$ cat config.mk
export PLATFORM = sky130hd
export DESIGN_NAME = axis_bram_master
export DESIGN_NICKNAME = d
export VERILOG_FILES = /design/src/rtl/axis_bram_master_pkg.sv /design/src/rtl/axis_skid_fifo.sv /design/src/rtl/axis_bram_master.sv
export SDC_FILE = /design/constraint.sdc
export NUM_CORES = 1
export LEC_CHECK = 0
export ABC_CLOCK_PERIOD_IN_PS = 9720
export CORE_MARGIN = 2
export CORE_UTILIZATION = 53
export DETAILED_ROUTE_END_ITERATION = 6
export PLACE_DENSITY = 0.95
export SETUP_SLACK_MARGIN = 0.02
export SLEW_MARGIN = 0
export SYNTH_ARGS = -nofsm -noshare
export SYNTH_HDL_FRONTEND = slang
export SYNTH_SLANG_ARGS = --single-unit
$ cat constraint.sdc
create_clock -name clk -period 9.72 [get_ports clk]
set_input_delay 1.944 -clock clk [delete_from_list [all_inputs] [get_ports clk]]
set_output_delay 1.944 -clock clk [all_outputs]
set_load 0.01 [all_outputs]
$ cat src/rtl/axis_bram_master_pkg.sv
// Shared FFT datapath widths, plus the types used by the result-BRAM AXIS master.
// Widths come from the macros so the ingress block and this master agree on the lane layout.
`ifndef FFT_DEFS_VH
`define FFT_DEFS_VH
`define ADDR_WIDTH 12
`define DATA_WIDTH 32
`define AXI_WIDTH 64
`define BYTE_COUNT 8
`define AXIS_LANE_WIDTH (`AXI_WIDTH/2)
`endif

package axis_bram_master_pkg;
  localparam int FFT_SIZE_DEF     = 1 << `ADDR_WIDTH;
  localparam int SAMPLE_WIDTH_DEF = `DATA_WIDTH / 2;

  typedef enum logic {
    ST_IDLE   = 1'b0,
    ST_STREAM = 1'b1
  } state_t;
endpackage

$ cat src/rtl/axis_skid_fifo.sv
// 2-entry first-word-fall-through FIFO with async reset; head is valid whenever !empty.
// Pop is ignored when empty; push and pop may coincide at any occupancy.
module axis_skid_fifo #(
  parameter int WIDTH = 33
) (
  input  logic             clk,
  input  logic             reset,
  input  logic             push,
  input  logic [WIDTH-1:0] push_data,
  input  logic             pop,
  output logic [WIDTH-1:0] head,
  output logic             empty,
  output logic [1:0]       count
);
  logic [WIDTH-1:0] entry0, entry1;
  logic             pop_ok, push_ok;

  assign empty   = (count == 2'd0);
  assign pop_ok  = pop & ~empty;
  assign push_ok = push & ((count != 2'd2) | pop_ok);
  assign head    = entry0;

  always_ff @(posedge clk or posedge reset) begin
    if (reset) begin
      count  <= 2'd0;
      entry0 <= '0;
      entry1 <= '0;
    end else begin
      case ({push_ok, pop_ok})
        2'b10: begin
          if (count == 2'd0) entry0 <= push_data;
          else               entry1 <= push_data;
          count <= count + 2'd1;
        end
        2'b01: begin
          entry0 <= entry1;
          count  <= count - 2'd1;
        end
        2'b11: begin
          // Occupancy unchanged: the incoming word lands behind whatever survives the pop.
          if (count == 2'd1) begin
            entry0 <= push_data;
          end else begin
            entry0 <= entry1;
            entry1 <= push_data;
          end
        end
        default: ;
      endcase
    end
  end
endmodule

$ cat src/rtl/axis_bram_master.sv
// Streams one FFT frame from the result BRAM (addresses 0..FFT_SIZE-1) onto AXIS, unpacking {imag,real}.
// First beat 3 cycles after go; reads are credited against a 2-entry skid FIFO so tready stalls lose nothing.
module axis_bram_master
  import axis_bram_master_pkg::*;
#(
  parameter int FFT_SIZE     = FFT_SIZE_DEF,
  parameter int SAMPLE_WIDTH = SAMPLE_WIDTH_DEF,
  parameter int FIFO_DEPTH   = 2
) (
  input  logic                   clk,
  input  logic                   reset,
  input  logic                   axis_bram_master_go,
  output logic                   axis_bram_master_busy,
  output logic                   axis_bram_master_done,
  output logic [`ADDR_WIDTH-1:0] axis_mem2m_raddr,
  output logic                   axis_mem2m_re,
  input  logic [`DATA_WIDTH-1:0] axis_mem2m_rdata,
  output logic                   m_axis_tvalid,
  input  logic                   m_axis_tready,
  output logic [`AXI_WIDTH-1:0]  m_axis_tdata,
  output logic [`BYTE_COUNT-1:0] m_axis_tkeep,
  output logic                   m_axis_tlast
);
  localparam int CW = `ADDR_WIDTH + 1;
  localparam int LW = `AXIS_LANE_WIDTH;
  localparam logic [CW-1:0]          RD_END    = CW'(FFT_SIZE);
  localparam logic [`ADDR_WIDTH-1:0] LAST_ADDR = `ADDR_WIDTH'(FFT_SIZE - 1);

  state_t                   state, state_nxt;
  logic                     start, finish;
  logic [CW-1:0]            rd_cnt;
  logic                     inflight;
  logic [`ADDR_WIDTH-1:0]   inflight_addr;
  logic                     pop;
  logic [2:0]               occ;
  logic                     fifo_empty;
  logic [1:0]               fifo_count;
  logic [`DATA_WIDTH:0]     fifo_head;
  logic [SAMPLE_WIDTH-1:0]  head_real, head_imag;

  always_comb begin
    state_nxt = state;
    start     = 1'b0;
    finish    = 1'b0;
    case (state)
      ST_IDLE: begin
        if (axis_bram_master_go) begin
          state_nxt = ST_STREAM;
          start     = 1'b1;
        end
      end
      ST_STREAM: begin
        if (pop && m_axis_tlast) begin
          state_nxt = ST_IDLE;
          finish    = 1'b1;
        end
      end
      default: state_nxt = ST_IDLE;
    endcase
  end

  always_ff @(posedge clk or posedge reset) begin
    if (reset) state <= ST_IDLE;
    else       state <= state_nxt;
  end

  // Credit check counts the word already in flight from the BRAM, net of this cycle's pop.
  assign pop   = m_axis_tvalid & m_axis_tready;
  assign occ   = {1'b0, fifo_count} + {2'b00, inflight} - {2'b00, pop};
  assign axis_mem2m_re    = (state == ST_STREAM) && (rd_cnt < RD_END) && (occ < 3'(FIFO_DEPTH));
  assign axis_mem2m_raddr = rd_cnt[`ADDR_WIDTH-1:0];
  assign axis_bram_master_busy = (state == ST_STREAM);

  always_ff @(posedge clk or posedge reset) begin
    if (reset) begin
      rd_cnt                <= '0;
      inflight              <= 1'b0;
      inflight_addr         <= '0;
      axis_bram_master_done <= 1'b0;
    end else begin
      axis_bram_master_done <= finish;
      inflight              <= axis_mem2m_re;
      if (axis_mem2m_re) inflight_addr <= axis_mem2m_raddr;
      if (start)              rd_cnt <= '0;
      else if (axis_mem2m_re) rd_cnt <= rd_cnt + CW'(1);
    end
  end

  axis_skid_fifo #(
    .WIDTH(`DATA_WIDTH + 1)
  ) u_skid (
    .clk      (clk),
    .reset    (reset),
    .push     (inflight),
    .push_data({inflight_addr == LAST_ADDR, axis_mem2m_rdata}),
    .pop      (pop),
    .head     (fifo_head),
    .empty    (fifo_empty),
    .count    (fifo_count)
  );

  assign head_real     = fifo_head[SAMPLE_WIDTH-1:0];
  assign head_imag     = fifo_head[2*SAMPLE_WIDTH-1:SAMPLE_WIDTH];
  assign m_axis_tvalid = ~fifo_empty;
  assign m_axis_tlast  = m_axis_tvalid & fifo_head[`DATA_WIDTH];
  assign m_axis_tkeep  = '1;
  assign m_axis_tdata  = {{(LW-SAMPLE_WIDTH){head_imag[SAMPLE_WIDTH-1]}}, head_imag,
                          {(LW-SAMPLE_WIDTH){head_real[SAMPLE_WIDTH-1]}}, head_real};
endmodule

# After elaboration in Yosys (flattened, before gate mapping)
# Cells that the tools add are included.
[classes] n_addsub=5 magnitude_cmp=2 n_eq_ne=9 n_mux=15 bitwise_logic=7 reduce_logical=10
[op_table] op="two-way mux 33 bit" count=4
[op_table] op="case mux 33 bit (3 select lines)" count=1
[op_table] op="case mux 33 bit (2 select lines)" count=1
[op_table] op="two-way mux 13 bit" count=2
[op_table] op="adder 13 x 1 -> 13 bit, second input constant" count=1
[op_table] op="less-than comparator 13 bit, second input constant" count=1
[op_table] op="equality test 12 bit, second input constant" count=1
[op_table] op="!= test 2 bit, second input constant" count=3
[op_table] op="nonzero test 2 bit" count=3
[op_table] op="two-way mux 1 bit" count=5
[op_table] op="bitwise AND 1 bit" count=4
[op_table] op="equality test 2 x 1 -> 1 bit, second input constant" count=2
[op_table] op="equality test 2 bit, second input constant" count=2
[op_table] op="case mux 2 bit (2 select lines)" count=1
[op_table] op="adder 2 x 1 -> 3 bit" count=1
[op_table] op="logical AND 1 bit" count=3
[op_table] op="less-than comparator 3 x 2 -> 1 bit, second input constant" count=1
[op_table] op="AND reduction 3 bit" count=1
[op_table] op="nonzero test 3 bit" count=1
[op_table] op="subtractor 3 x 1 -> 3 bit" count=1
[op_table] op="adder 2 x 1 -> 2 bit, second input constant" count=1
[op_table] op="zero test 2 bit" count=1
[op_table] op="!= test 2 x 1 -> 1 bit, second input constant" count=1
[op_table] op="NOT 1 bit" count=2
[op_table] op="4 further kinds" count=4
[word_totals] reg_bits=96 inputBits=36 out_inout_bits=89 word_cells=56

# Depth between registers and ports, before layout
[logic_depth] depth_word=9 ltp_mapped=12 mapped_depth_nobuf=11

# Cells and area by module
# A second synthesis with hierarchy kept.
[unflattened] cells_unflattened=452 hier_area_um2=4868.4
[by_module_without_submodules] mod="axis_skid_fifo" n_inst=1 cells_each=283 area_per_inst_um2=3169.3 seq_area_each_um2=1701.6
[by_module_without_submodules] mod="axis_bram_master" n_inst=1 cells_each=169 area_per_inst_um2=1699.1 seq_area_each_um2=700.7

# Worst setup path after synthesis
# No wires, ideal clock.
[synth_path] path_type="input to output" from="input port m_axis_tready" to="output port axis_mem2m_re" arrival_time_ps=3840 t_required_ps=7776 setup_slack_ps=3936 path_stages=8 path_buffers=1 path_cell_list="or2b_2 -> clkinv_1 -> ha_1 -> nand2b_1 -> fa_1 -> nand3b_2 -> nor2_4 -> buf_6"
[synth_via] elab_chain_cells=4
[synth_lines] element="from (decl)" line="axis_bram_master.sv:19" source="input logic m_axis_tready,"
[synth_lines] element="bitwise AND 1 bit" line="axis_bram_master.sv:68" source="assign pop = m_axis_tvalid & m_axis_tready;"
[synth_lines] element="subtractor 3 x 1 -> 3 bit" line="axis_bram_master.sv:69" source="assign occ = {1'b0, fifo_count} + {2'b00, inflight} - {2'b00, pop};"
[synth_lines] element="less-than comparator 3 x 2 -> 1 bit" line="axis_bram_master.sv:70" source="assign axis_mem2m_re = (state == ST_STREAM) && (rd_cnt < RD_END) && (occ < 3'(FIFO_DEPTH));"
[synth_lines] element="logical AND 1 bit" line="axis_bram_master.sv:70"
[synth_lines] element="to (decl)" line="axis_bram_master.sv:16" source="output logic axis_mem2m_re,"
# No other way between the ends.

# Worst setup path after layout
# Same ends and word-level chain as after synthesis.

==> out/qor.yml <==
drv_slew: 0
p_leak_uw: 0.00254
yosys_warnings: 0
synth_cells: 435
ys_seq_area_share_pct: 49.0
syn_avg_cell_area_um2: 11.3
vias_per_cell: 5.22
setup_viol: 0
cp-end-kind: "primary output"
crit_fanout: 17
core-area_um2: 9110
drt_iter0_drc: 86
maxCapViolations: 0
grt_max_degree: 86
status: "complete, no violations"
synth-seq-cells: 96
port_buffers: 116
max_freq_ghz: 0.140
grt_setup_unrepaired: "false"
clock-sinks: 96
synthDistinctLibCells: 38
async_reset_ff_share_pct: 100
dp_hpwl_mm: 6.28
avgRoutedWirePerCell_um: 15.4
clk_path_buf_depth: 2
seqPwrFrac_pct: 36.6
grt-ovfl-total: 0
ctsHoldBuffers: 0
grt_pass1_vias: 3093
die_x_um: 100
drive_above_1_share_pct: 15.2
drtAntennaViolNets: 0
fin_crit_ns: 7.17
tns_ns: 0
htree_levels: 3
start_util_pct: 53.8
cts_root_buffer: "clkbuf_8"
globalplace.congestion: 0.879
syn-cell-area_um2: 4900
cts_buffers: 9
diodes: 0
yosysMostFrequentCell: "dfrtp_1"
fillCellCount: 719
swShare_pct: 35.6
cts_tree: "yes"
track_usage_pct: 19.2
worstMarginPinSlew_ns: 1.11
cts_resized: 0
crit_required_ns: 7.78
path_class: "input pin to primary output"
wl_mm: 9.01
fin_skew_ns: 0.0151
max_stage_delay_ns: 0.65
finalNetCount: 512
finalCritPeriodShare_pct: 73.7
cp_slowest_cell: "clkdlybuf4s50_1"
synthTopCellsByCount: "dfrtp_1, buf_4, nor2_1"
p_switching_uw: 665
rows: 35
final_util_pct: 62.7
path_clk_slew_ns: 0.08
ir_worst_vdd_mv: 0.206
p_int_uw: 1210
worst-endpoint-arrival_ns: 5.22
synth_edf_count: 0
die_area_um2: 10000
grt_pass1_wl_mm: 15.2
slew_headroom_pct: 25.7
power_frac_clock_pct: 14.1
start_kind: "input pin"
whs_ns: 0.507
insertion_delay_ns: 0.35
yosys-top-cells-area: "dfrtp_1, buf_4, mux2_2"
route.detailed.drc: 0
crit_chain: "clkdlybuf4s50_1 > or2b_2 > clkinv_1 > ha_1 > nand2b_1 > fa_1 > nand3b_2 > nor2_4 > clkdlybuf4s50_1"
ys.flop_type: "dfrtp_1"
pin_count: 125
syn_to_final_growth_pct: 16.5
hold_viol: 0
synth_top_area_share_pct: 49.0
synth_area_leader_cell: "dfrtp_1"
post_cts_buffers: 0
antenna_found_initial: 0
hold_class: "register to register"
drt_first_pass_iters: 4
vias: 3061
cpMostUsedCell: "clkdlybuf4s50_1"
power_density_nw_per_um2: 327
combPwrFrac_pct: 49.3
fp.dieH_um: 100
==> layout by cell type, fill, tap and decap left out, types with 2 or more instances in the layout <==
master,n
a21oi_1,37
a31o_2,2
clkbuf_8,11
clkdlybuf4s50_1,116
clkinvlp_4,3
conb_1,8
dfrtp_1,96
ha_1,5
inv_1,5
mux2_2,39
mux2_4,6
mux2i_1,36
nand2_1,9
nand2b_1,3
nand3_1,6
nand4_1,6
nor2_1,48
nor2b_1,3
nor3_1,3
nor4_1,3
o21ai_0,2
xnor2_1,8
==> power groups by stage <==
stage / registers (µW) / logic (µW) / clock network (µW)
3_5_place_dp: 693 / 928 / 0
6_report: 684 / 921 / 265
3_3_place_gp: 678 / 896 / 0
4_1_cts: 685 / 933 / 276
2_1_floorplan: 657 / 753 / 0
5_1_grt: 709 / 1000 / 292
==> sequential cells by signal, summed over array words and instances (netlist names) <==
| name | cells |
|---|---|
| u_skid.head | 33 |
| axis_bram_master_busy | 1 |
| u_skid.entry1 | 33 |
| axis_bram_master_done | 1 |
| rd_cnt | 13 |
| inflight | 1 |
| inflight_addr | 12 |
| u_skid.count | 2 |
==> final timing paths <==
check,from,end,slack (ns),cells after the start
max in group asynchronous,reset,u_skid.entry1[29]$_DFFE_PP0P_,6.61,3
max,m_axis_tready,axis_mem2m_re,2.55,9
min,rd_cnt[12]$_DFFE_PP0P_,rd_cnt[12]$_DFFE_PP0P_,0.51,2
min reg2reg,rd_cnt[12]$_DFFE_PP0P_,rd_cnt[12]$_DFFE_PP0P_,0.51,2
min in group asynchronous,reset,rd_cnt[4]$_DFFE_PP0P_,1.84,2
max reg2reg,u_skid.count[1]$_DFFE_PP0P_,inflight_addr[8]$_DFFE_PP0P_,6.22,10
==> logic make-up after synthesis <==
group / after synthesis / share of synthesized area, %
simple gates: 89 / 8.55
flops: 96 / 49.0
fa+ha+maj: 6 / 1.68
mux: 81 / 18.2
xor+xnor: 9 / 1.76
buf+inv: 107 / 15.6
other cells: 1 / 0.0765
compound gates: 46 / 5.13
==> layout make-up <==
cell class                 instances  area [µm²]  share of cell area, %
multi-input combinational        239        1770                   30.9
tap                              111         139                   2.43
clock inverter                     4        52.6                  0.920
sequential                        96        2400                   42.1
clock buffer                      12         155                   2.72
timing repair buffer             117        1170                   20.5
inverter                           7        28.8                  0.504
==> worst max-delay path: cells and delay by family <==
kind,cells,cell delay [ns]
fa+ha+maj,2,0.77
buf+inv,3,1.30
simple gates,4,1.20
==> metrics by stage <==
step                setup WS [ns]  total power (µW)  cell area (µm²)  instances
finish                       2.55              1870             5710        586
global route                 2.40              2000             5710        586
CTS                          2.55              1890             5710        586
detailed placement           2.57              1620             5500        570
global placement             2.69              1570             5500        570
floorplan                    3.94              1410             4930        442
==> metal layers <==
metal / track usage [%] / vias to the layer above / wire [µm]
li1: - / 1447 / -
met1: 24.3 / 1484 / 3870
met5: 0 / - / 0
met2: 32.7 / 117 / 4550
met3: 3.90 / 13 / 467
met4: 7.06 / 0 / 127
Note: power is estimated with default switching activity, not from simulation.
